`src/rtl/vga_pixel_pipe.sv`:
```
// Colour stage behind the VGA timing controller: two-stage pixel pipeline drawing a grid
// background and a button-steered box, with syncs and blank delayed to stay aligned with colour.
module vga_pixel_pipe #(
    parameter int N         = 15,
    parameter int H_ACTIVE  = 640,
    parameter int V_ACTIVE  = 480,
    parameter int BOX_SIZE  = 32,
    parameter int STEP      = 4,
    parameter int GRID_LOG2 = 6
) (
    input  logic         clk,
    input  logic         reset,
    input  logic         pix_en,
    input  logic [N:0]   horiz_count,
    input  logic [N:0]   vert_count,
    input  logic         hsync_in,
    input  logic         vsync_in,
    input  logic         blank_in,
    input  logic         btn_up,
    input  logic         btn_down,
    input  logic         btn_left,
    input  logic         btn_right,
    output logic [7:0]   R,
    output logic [7:0]   G,
    output logic [7:0]   B,
    output logic         horiz_sync,
    output logic         vert_sync,
    output logic         vga_blank,
    output logic [N:0]   box_x,
    output logic [N:0]   box_y,
    output logic         frame_tick
);

    localparam int W  = N + 1;
    localparam int W1 = N + 2;

    localparam logic [N:0] X_MAX   = W'(H_ACTIVE - BOX_SIZE);
    localparam logic [N:0] Y_MAX   = W'(V_ACTIVE - BOX_SIZE);
    localparam logic [N:0] X_HOME  = W'((H_ACTIVE - BOX_SIZE) / 2);
    localparam logic [N:0] Y_HOME  = W'((V_ACTIVE - BOX_SIZE) / 2);
    localparam logic [N:0] V_TICK  = W'(V_ACTIVE);
    localparam logic [N:0] STEP_W  = W'(STEP);
    localparam logic [N+1:0] SIZE_W = W1'(BOX_SIZE);

    localparam int RIGHT = 0;
    localparam int LEFT  = 1;
    localparam int DOWN  = 2;
    localparam int UP    = 3;

    logic [N+1:0] box_x_end;
    logic [N+1:0] box_y_end;
    logic [N+1:0] x_inc;
    logic [N+1:0] y_inc;
    logic         in_box;
    logic         grid;

    logic         s1_hsync;
    logic         s1_vsync;
    logic         s1_blank;
    logic         s1_in_box;
    logic         s1_grid;

    logic [3:0]   btn_raw;
    logic [3:0]   btn_meta;
    logic [3:0]   btn_sync;
    logic [3:0]   btn_flag;
    logic [N:0]   next_x;
    logic [N:0]   next_y;

    // One extra bit on the box end so the compare cannot wrap at the right/bottom edge.
    assign box_x_end = {1'b0, box_x} + SIZE_W;
    assign box_y_end = {1'b0, box_y} + SIZE_W;

    assign in_box = (horiz_count >= box_x) && ({1'b0, horiz_count} < box_x_end) &&
                    (vert_count  >= box_y) && ({1'b0, vert_count}  < box_y_end);
    assign grid   = (horiz_count[GRID_LOG2-1:0] == '0) || (vert_count[GRID_LOG2-1:0] == '0);

    assign frame_tick = reset && pix_en && (vert_count == V_TICK) && (horiz_count == '0);

    always_ff @(posedge clk) begin
        if (!reset) begin
            s1_hsync   <= 1'b1;
            s1_vsync   <= 1'b1;
            s1_blank   <= 1'b0;
            s1_in_box  <= 1'b0;
            s1_grid    <= 1'b0;
            R          <= 8'h00;
            G          <= 8'h00;
            B          <= 8'h00;
            horiz_sync <= 1'b1;
            vert_sync  <= 1'b1;
            vga_blank  <= 1'b0;
        end else if (pix_en) begin
            s1_hsync   <= hsync_in;
            s1_vsync   <= vsync_in;
            s1_blank   <= blank_in;
            s1_in_box  <= in_box;
            s1_grid    <= grid;
            horiz_sync <= s1_hsync;
            vert_sync  <= s1_vsync;
            vga_blank  <= s1_blank;
            if (!s1_blank) begin
                {R, G, B} <= 24'h000000;
            end else if (s1_in_box) begin
                {R, G, B} <= 24'hFF0000;
            end else if (s1_grid) begin
                {R, G, B} <= 24'h404040;
            end else begin
                {R, G, B} <= 24'h000020;
            end
        end
    end

    assign btn_raw = {btn_up, btn_down, btn_left, btn_right};
    assign x_inc   = {1'b0, box_x} + {1'b0, STEP_W};
    assign y_inc   = {1'b0, box_y} + {1'b0, STEP_W};

    // Opposing directions held together cancel on that axis.
    always_comb begin
        next_x = box_x;
        next_y = box_y;
        if (btn_flag[RIGHT] && !btn_flag[LEFT]) begin
            next_x = (x_inc > {1'b0, X_MAX}) ? X_MAX : x_inc[N:0];
        end else if (btn_flag[LEFT] && !btn_flag[RIGHT]) begin
            next_x = (box_x < STEP_W) ? '0 : box_x - STEP_W;
        end
        if (btn_flag[DOWN] && !btn_flag[UP]) begin
            next_y = (y_inc > {1'b0, Y_MAX}) ? Y_MAX : y_inc[N:0];
        end else if (btn_flag[UP] && !btn_flag[DOWN]) begin
            next_y = (box_y < STEP_W) ? '0 : box_y - STEP_W;
        end
    end

    always_ff @(posedge clk) begin
        if (!reset) begin
            btn_meta <= '0;
            btn_sync <= '0;
            btn_flag <= '0;
            box_x    <= X_HOME;
            box_y    <= Y_HOME;
        end else begin
            btn_meta <= btn_raw;
            btn_sync <= btn_meta;
            // A press seen on the tick edge itself is kept for the following frame.
            if (frame_tick) begin
                box_x    <= next_x;
                box_y    <= next_y;
                btn_flag <= btn_sync;
            end else begin
                btn_flag <= btn_flag | btn_sync;
            end
        end
    end

endmodule
```
`config.mk`:
```
export PLATFORM = sky130hd
export DESIGN_NAME = vga_pixel_pipe
export DESIGN_NICKNAME = d
export VERILOG_FILES = /design/src/rtl/vga_pixel_pipe.sv
export SDC_FILE = /design/constraint.sdc
export NUM_CORES = 1
export LEC_CHECK = 0
export ABC_AREA = 1
export CAP_MARGIN = 30
export CELL_PAD_IN_SITES_DETAIL_PLACEMENT = 0
export CELL_PAD_IN_SITES_GLOBAL_PLACEMENT = 1
export CORE_MARGIN = 2
export CORE_UTILIZATION = 34
export DETAILED_ROUTE_END_ITERATION = 6
export PLACE_DENSITY_LB_ADDON = 0.1
export SYNTH_ARGS = -nofsm -noshare
export SYNTH_HDL_FRONTEND = slang
export SYNTH_SLANG_ARGS = --single-unit
export TNS_END_PERCENT = 100
```
`constraint.sdc`:
```
create_clock -name clk -period 2.3 [get_ports clk]
set_clock_uncertainty 0.05 [all_clocks]
set_input_delay 0.575 -clock clk [delete_from_list [all_inputs] [get_ports clk]]
set_output_delay 0.575 -clock clk [all_outputs]
set_load 0.05 [all_outputs]
```
# == Word level (Yosys, flattened, before mapping) ==
# Index checks and enable logic that the tools add are counted.
# totals
memories,0
reg_bits,76
in_bits,42
romBits,0
output_inout_bits,60
latchBits,0
mem_bits_rw,0
# op_classes
n_mul,0
shifts,0
n_eq_ne,1
n_div,0
mux,17
add_sub_neg,6
bitwise,1
reduce_logical,22
n_lt_le_gt_ge,8
# ops
operator,count
$mux W16,8
$mux W7,6
$add A16 B3 Y17 const B,2
$add A16 B6 Y17 const B,2
$lt A16 B17 Y1,2
$ge A16 B16 Y1,2
$lt A16 B3 Y1 const B,2
$sub A16 B3 Y16 const B,2
$gt A17 B10 Y1 const B,1
$gt A17 B9 Y1 const B,1
$eq A16 B9 Y1 const B,1
$logic_not A16 Y1,1
$mux W8,2
$logic_not A6 Y1,2
$logic_and A1 B1 Y1,10
$logic_not A1 Y1,4
$mux W4,1
$or A4 B4 Y4,1
$reduce_and A2 Y1,2
$reduce_bool A2 Y1,2
$logic_or A1 B1 Y1,1

# == Depth between registers and ports, before layout ==
# Gate-level depths: netlist (run 1).
# depth
depth_word,5
mapped_depth,16

# == Least setup slack after synthesis (run 1) ==
# Ideal clock, no wire load.
# synth_path
path_type,flip-flop to flip-flop
startpoint,reg box_x[8]
endpoint,reg s1_in_box
n_path_buf,1
path_stages_with_launch,16
required_ns,2.179
setup_slack_ns,-0.261
arrival_time_ns,2.440
path_cell_list,dfxtp_1 -> buf_2 -> nand2_4 -> nor2_8 -> nand2_1 -> nor2_1 -> xor2_1 -> ha_1 -> a21o_1 -> nand3_1 -> nand2_1 -> nor2_1 -> nand3_1 -> nor2_1 -> nand4_1 -> a21oi_1
# synth_via
elab_chain_len,5
word_cells_on_any_way,6
# synth_rtl
item,line_no,rtl
from (decl),29,"output logic [N:0] box_x,"
from (signal assigned),146,box_x <= next_x;
$add A16 B6 Y17,71,"assign box_x_end = {1'b0, box_x} + SIZE_W;"
$lt A16 B17 Y1,74,"assign in_box = (horiz_count >= box_x) && ({1'b0, horiz_count} < box_x_end) &&"
$logic_and A1 B1 Y1 (*) (2 in a row),74,
$logic_and A1 B1 Y1 (*),75,"(vert_count >= box_y) && ({1'b0, vert_count} < box_y_end);"
to (signal assigned),97,s1_in_box <= in_box;
to (decl),60,logic s1_in_box;
# Mark *: on every way between the ends. The rest lies on a longest branch, timed or not.
# A chain may end at the register's enable or synchronous reset.

# == Worst setup path in the final report (run 1) ==
# layout_path
startpoint,reg box_x[5]
endpoint,reg s1_in_box
# The elaborated chain is that of the path after synthesis.

==> results of run 1 <==
-- power groups by stage --
| stage | Clock [W] | Sequential, W | Combinational, W |
|---|---|---|---|
| finish | 0.000798 | 0.000917 | 0.000425 |
| global route | 0.000851 | 0.000920 | 0.000475 |
| CTS | 0.000824 | 0.000920 | 0.000421 |
| detailed placement | 0 | 0.000946 | 0.000431 |
| global placement | 0 | 0.000946 | 0.000426 |
| floorplan | 0 | 0.000959 | 0.000252 |
-- per-stage QoR --
step	utilization	TNS (ps)	cells	power (W)	area, um^2
detailed placement	0.454	-8540	1147	0.00138	6880
CTS	0.474	-5.00	1165	0.00216	7180
finish	0.481	0	1168	0.00214	7290
global placement	0.454	-7770	1147	0.00137	6880
global route	0.481	-145	1168	0.00225	7290
floorplan	-	0	816	0.00121	5350
-- cell type report --
type	count	area (um^2)	share of cell area
tap	188	235	0.0323
clock buffer	5	125	0.0172
clock inverter	3	25.0	0.00343
multi-input combinational	630	3820	0.525
timing repair buffer	202	1660	0.228
sequential	52	1080	0.149
inverter	88	330	0.0453
-- path summary, 6_finish.rpt --
check                          from                endpoint  cells after the start
max           box_x[5]$_SDFFE_PN1P_  s1_in_box$_SDFFE_PN0P_                     13
min          btn_meta[3]$_SDFF_PN0_  btn_sync[3]$_SDFF_PN0_                      2
max reg2reg   box_x[5]$_SDFFE_PN1P_  s1_in_box$_SDFFE_PN0P_                     13
min reg2reg  btn_meta[3]$_SDFF_PN0_  btn_sync[3]$_SDFF_PN0_                      2
-- layer usage --
metal | vias to the layer above | part of all wire
met5 | - | 0
met4 | 0 | 0.0074
met3 | 10 | 0.035
met2 | 103 | 0.53
met1 | 2554 | 0.42
li1 | 2915 | -
-- tightest hold or removal path: cells and delay by family, from the launching register on --
kind	cells	cell delay, ps
flip-flops	1	310
AND/OR/NAND/NOR	1	40
buffers and inverters	1	40
-- state kept, by name, indices dropped and copies added, names as in the netlist --
| register | count |
|---|---|
| B | 2 |
| s1_vsync | 1 |
| s1_grid | 1 |
| box_y | 14 |
| s1_blank | 1 |
| vga_blank | 1 |
| box_x | 14 |
| btn_meta | 4 |
| btn_flag | 4 |
| s1_in_box | 1 |
| btn_sync | 4 |
| R | 2 |
| s1_hsync | 1 |
| vert_sync | 1 |
| horiz_sync | 1 |
-- cells by family (layout without fill, tap and decap cells) --
kind of cell | Yosys count | count (layout) | synth area share
buffers and inverters | 134 | 298 | 0.121
adders and majority gates | 62 | 62 | 0.147
AOI/OAI and AO/OA | 115 | 115 | 0.117
xor gates and xnor gates | 39 | 39 | 0.0649
other | 1 | 17 | 0.000712
and+or+nand+nor | 397 | 397 | 0.351
DFF | 52 | 52 | 0.198
-- layout by cell type (no fill, tap or decap), types with 29 or more instances in the layout --
master / synthesis / final
xor2_1: 37 / 36
nand2_1: 185 / 175
dfxtp_1: 52 / 33
inv_1: 75 / 72
ha_1: 62 / 59
buf_4: 32 / 133
clkdlybuf4s50_1: 0 / 29
a21oi_1: 63 / 61
o21ai_0: 31 / 31
nor2_1: 93 / 83
nand3_1: 51 / 49
-- repair_timing --
action | 4_1_cts | 5_1_grt
buffers inserted | 10 | 3
endpoints found under the setup margin | 7 | 17
gates resized for setup | 76 | 44
pin swaps | 30 | 26
==> impl_metrics.csv, run 1 <==
group,metric,value,unit
worst_hold_path,hold_class,"flip-flop to flip-flop",
worst_setup_path,r2r_slack,40,ps
cells_and_area,nNetsFinal,1083,
worst_setup_path,crit_family,"adder cells",
place,io_buffers,84,
global_routing,grt_util_met3,0.0304,
logic_synthesis,synth_edf_count,0,
global_routing,grt-busiest-layer,"met2",
clocking,cts_tree,"done",
clocking,clk_latency,310,ps
sta,finalSetupViolations,0,
global_routing,grt_antenna_before_repair,0,
run,drv_cap,0,
logic_synthesis,synth_cell_types,43,
power,internal_power,0.00149,W
place,dp_hpwl,13.8,mm
sta,setup_ws,39.9,ps
place,gp_congestion,0.878,
logic_synthesis,yosysTopAreaCell,"dfxtp_1",
floorplanning,core-area,15100,um^2
clocking,numCtsBuffers,5,
logic_synthesis,synthTopCellsByArea,"dfxtp_1 20%, ha_1 15%, nand2_1 13%, nor2_1 6.6%, xor2_1 6.2%",
logic_synthesis,postSynth.asyncResetShare,0,
drt,drc_errors,0,
sta,timing.hold.ws,363,ps
floorplanning,start_util,0.348,
worst_setup_path,crit_fanout,6,
worst_setup_path,crit_path_start_kind,"flip-flop",
global_routing,grtUsageMet2,0.391,
logic_synthesis,synth_area_per_cell,6.58,um^2
drt,drtIter0Drc,169,
drt,viasPerCell,4.78,
clocking,clock_sinks,52,
worst_setup_path,end_kind,"flip-flop",
place,pre_cts_slack,-352,ps
global_routing,track_usage,0.201,
sta,finalCriticalPeriod,2260,ps
drt,wl_per_cell,14.2,um
clocking,ctsHoldBuffers,0,
worst_setup_path,slowest_delay,400,ps
floorplanning,io_pins,102,
logic_synthesis,ys_warn_count,0,
worst_setup_path,cp.required,2490,ps
floorplanning,row_count,45,
logic_synthesis,ys_ff_latch,52,
global_routing,grt_overflow,0,
status,status,"completed",
cells_and_area,area_growth,38.3,%
floorplanning,dieHeight,128,um
worst_setup_path,arrival,2450,ps
drt,dr.pass1.iters,5,
sta,worst_pin_slew,504,ps
power,pwr-share-clk,0.373,
clocking,path_clk_slew,70,ps
clocking,cts_buffer_depth,2,
logic_synthesis,synth_commonest_cells,"185 x nand2_1, 93 x nor2_1, 75 x inv_1",
cells_and_area,antenna_cells,0,
logic_synthesis,synth_cells,800,
power,power.net_switching,0.000647,W
sta,slew_headroom,0.663,
logic_synthesis,seq_area_frac_synth,0.198,
power,p_leak,3.55,nW
power,seqPwrFrac,0.428,
drt,antenna_left,0,
sta,fmax,0.442,GHz
worst_setup_path,critPathBufInv,3,
global_routing,grt_pass1_vias,5517,
floorplanning,die_w,128,um
cells_and_area,fillers,1594,
power,comb_power_share,0.199,
logic_synthesis,synthFlopType,"dfxtp_1",
power,p_per_area,294,nW/um^2
sta,rsz0062_at_grt,"yes",
logic_synthesis,synth.most_common_cell,"nand2_1",
clocking,root_buffer,"clkbuf_16",
cells_and_area,layout-drive-gt1-share,0.263,
logic_synthesis,synth_top_area_frac,0.198,
global_routing,grt_max_degree,29,
clocking,h-tree-depth,2,
sta,slew_violations,0,
power,netSwitchingFraction,0.302,
worst_setup_path,path_class,"flip-flop to flip-flop",
drt,drt_wl_total,16.5,mm
logic_synthesis,syn-cell-area,5270,um^2
global_routing,grt_pass1_wl,26.5,mm
floorplanning,dieArea,16500,um^2
sta,min_period_over_period,0.983,
power,peakVddDrop,0.000273,V
drt,via_count,5582,
worst_setup_path,cp_slowest_cell,"dfxtp_4",
worst_setup_path,cp_cell_sequence,"inv_2 > buf_4 > ha_1 > inv_1 > ha_1 > a21oi_2 > o21a_1 > nand2_1 > nand2_1 > nand3_1 > nor2_2 > nand4_1 > a21oi_1",
sta,finalHoldViolCount,0,
global_routing,met1_usage,0.233,
No activity file was read; power rests on OpenSTA's default activity.
==> inputs of run 2 (changes only) <==
==> constraint.sdc (replaced) <==
create_clock -name clk -period 2.02 [get_ports clk]
set_clock_uncertainty 0.05 [all_clocks]
set_input_delay 0.505 -clock clk [delete_from_list [all_inputs] [get_ports clk]]
set_output_delay 0.505 -clock clk [all_outputs]
set_load 0.05 [all_outputs]
==> run 2 against run 1 <==
Against the previous run: the flow now finishes with violations (setup timing); combinational power up 19%; clock-buffer cell count did not move; critical endpoint unchanged; global-route usage is 1.2 points higher; register-to-register slack lost 270 ps; non-clock buffer count is 59 higher; die area unchanged; critical path depth is the same; largest cell class unchanged; sequential power increased by 12%.
==> impl_metrics.csv, run 2 (synthesis gave the netlist of run 1 again) <==
group,metric,value,unit
power,p_per_area,304,nW/um^2
global_routing,track_usage,0.213,
cells_and_area,fillers,1527,
drt,viasPerCell,4.75,
floorplanning,die_w,128,um
place,gp_congestion,0.877,
worst_setup_path,r2r_slack,-230,ps
worst_hold_path,worst_hold_path.num_cells,2,
floorplanning,core-area,15100,um^2
global_routing,grt_pass1_vias,5788,
clocking,ctsHoldBuffers,0,
cells_and_area,area_growth,53.4,%
worst_setup_path,cp.required,2210,ps
cells_and_area,final_cells,1227,
worst_setup_path,crit_start,"box_x[9]$_SDFFE_PN0P_",
drt,drtIter0Drc,168,
worst_setup_path,reg2regPathDepth,13,
drt,wl_per_cell,14.2,um
clocking,clk_latency,310,ps
drt,dr.pass1.iters,4,
place,pre_cts_slack,-654,ps
drt,antenna_left,0,
sta,min_period_over_period,1.11,
clocking,path_clk_slew,70,ps
cells_and_area,mostFrequentLayoutCells,"200 x buf_4, 168 x nand2_1, 70 x nor2_1",
sta,finalSetupViolations,2,
global_routing,grt_antenna_before_repair,0,
place,place_inst,1193,
worst_setup_path,cp_slowest_cell,"dfxtp_4",
worst_setup_path,arrival,2440,ps
sta,rsz0062_at_grt,"yes",
worst_setup_path,cp_cell_sequence,"nand2_4 > buf_4 > nor2_2 > nand3_2 > xor2_2 > ha_1 > nand3_1 > nand2_1 > nor2_1 > nand3_1 > nor2_2 > nand4_1 > a21oi_1",
drt,via_count,5831,
floorplanning,dieHeight,128,um
clocking,cts_buffer_depth,2,
power,netSwitchingFraction,0.309,
clocking,clock_sinks,52,
worst_hold_path,hold_class,"flip-flop to flip-flop",
floorplanning,dieArea,16500,um^2
sta,slew_violations,0,
worst_setup_path,regToRegEndpoint,"s1_in_box$_SDFFE_PN0P_",
sta,setup_ws,-227,ps
worst_setup_path,path_class,"flip-flop to flip-flop",
power,power.net_switching,0.000758,W
cells_and_area,layout-drive-gt1-share,0.396,
place,io_buffers,84,
sta,finalHoldViolCount,0,
status,status,"finished, violations left",
drt,drc_errors,0,
clocking,h-tree-depth,2,
worst_setup_path,end_kind,"flip-flop",
sta,fmax,0.445,GHz
clocking,cts_tree,"done",
clocking,numCtsBuffers,5,
run,drv_cap,0,
cells_and_area,antenna_cells,0,
cells_and_area,seqCellArea,1110,um^2
cells_and_area,multi_input_area,4170,um^2
drt,drt_wl_total,17.5,mm
power,internal_power,0.00170,W
floorplanning,io_pins,102,
worst_setup_path,crit_path_start_kind,"flip-flop",
power,comb_power_share,0.206,
place,dp_hpwl,14.4,mm
global_routing,grt_overflow,0,
worst_setup_path,worstSetupEndpoint,"s1_in_box$_SDFFE_PN0P_",
global_routing,grt_max_degree,29,
status,violations,"setup timing",
clocking,root_buffer,"clkbuf_16",
floorplanning,row_count,45,
cells_and_area,reg_top3,"box_x x14, box_y x14",
floorplanning,start_util,0.348,
cells_and_area,nNetsFinal,1142,
worst_setup_path,slowest_delay,360,ps
power,seqPwrFrac,0.420,
cells_and_area,final_common_cell,"buf_4",
worst_setup_path,reg2reg_from,"box_x[9]$_SDFFE_PN0P_",
global_routing,grt_pass1_wl,27.9,mm
power,peakVddDrop,0.000329,V
power,pwr-share-clk,0.374,
sta,finalCriticalPeriod,2250,ps
power,p_leak,3.97,nW
worst_setup_path,crit_fanout,4,
run 2: cell type report:
| cell class | count | share of cell area |
|---|---|---|
| Multi-Input combinational cell | 630 | 0.516 |
| Tap cell | 188 | 0.0291 |
| Sequential cell | 52 | 0.138 |
| Clock inverter | 3 | 0.00325 |
| Timing Repair Buffer | 261 | 0.256 |
| Clock buffer | 5 | 0.0155 |
| Inverter | 88 | 0.0426 |
run 2: through the flow:
step / util / TNS [ps] / cell area (um^2) / power, W / hold WS, ps
after floorplan: - / -194 / 5460 / 0.00136 / 340
after global placement: 0.479 / -18280 / 7250 / 0.00155 / 346
after detailed placement: 0.479 / -18780 / 7250 / 0.00156 / 351
after CTS: 0.515 / -397 / 7800 / 0.00248 / 371
after global routing: 0.533 / -995 / 8080 / 0.00259 / 381
final: 0.533 / -302 / 8080 / 0.00246 / 367
run 2: power by group through the flow:
stage | Sequential, W | Combinational, W | Clock, W
detailed placement | 0.00106 | 0.000496 | 0
global route | 0.00104 | 0.000559 | 0.000995
global placement | 0.00106 | 0.000489 | 0
CTS | 0.00104 | 0.000499 | 0.000948
floorplan | 0.00108 | 0.000288 | 0
finish | 0.00103 | 0.000506 | 0.000918
run 2: critical path: cells and delay by family (launching register included):
| kind | cells | cell delay [ps] |
|---|---|---|
| DFF | 1 | 360 |
| xor gates and xnor gates | 1 | 170 |
| and+or+nand+nor | 9 | 990 |
| adders and majority gates | 1 | 310 |
| buffers and inverters | 1 | 160 |
| AOI/OAI and AO/OA | 1 | 140 |
run 2: per-layer routing:
| layer | track usage | up-vias | routed length [um] |
|---|---|---|---|
| met5 | 0 | - | 0 |
| met4 | 0.0672 | 0 | 417 |
| met3 | 0.0312 | 31 | 437 |
| met2 | 0.414 | 97 | 9560 |
| met1 | 0.236 | 2664 | 7060 |
| li1 | - | 3039 | - |
run 2: worst min path at each step:
stage	from	end
floorplan	btn_meta[0]$_SDFF_PN0_	btn_sync[0]$_SDFF_PN0_
global placement	btn_meta[3]$_SDFF_PN0_	btn_sync[3]$_SDFF_PN0_
detailed placement	btn_meta[2]$_SDFF_PN0_	btn_sync[2]$_SDFF_PN0_
CTS	btn_meta[2]$_SDFF_PN0_	btn_sync[2]$_SDFF_PN0_
global route	btn_meta[3]$_SDFF_PN0_	btn_sync[3]$_SDFF_PN0_
finish	btn_meta[2]$_SDFF_PN0_	btn_sync[2]$_SDFF_PN0_
run 2: what timing repair did:
action	CTS	global route
endpoints found under the setup margin	30	32
resized for setup	125	99
gates cloned	0	0
pin swaps	50	48
hold endpoints to repair	0	0
buffers inserted	17	10
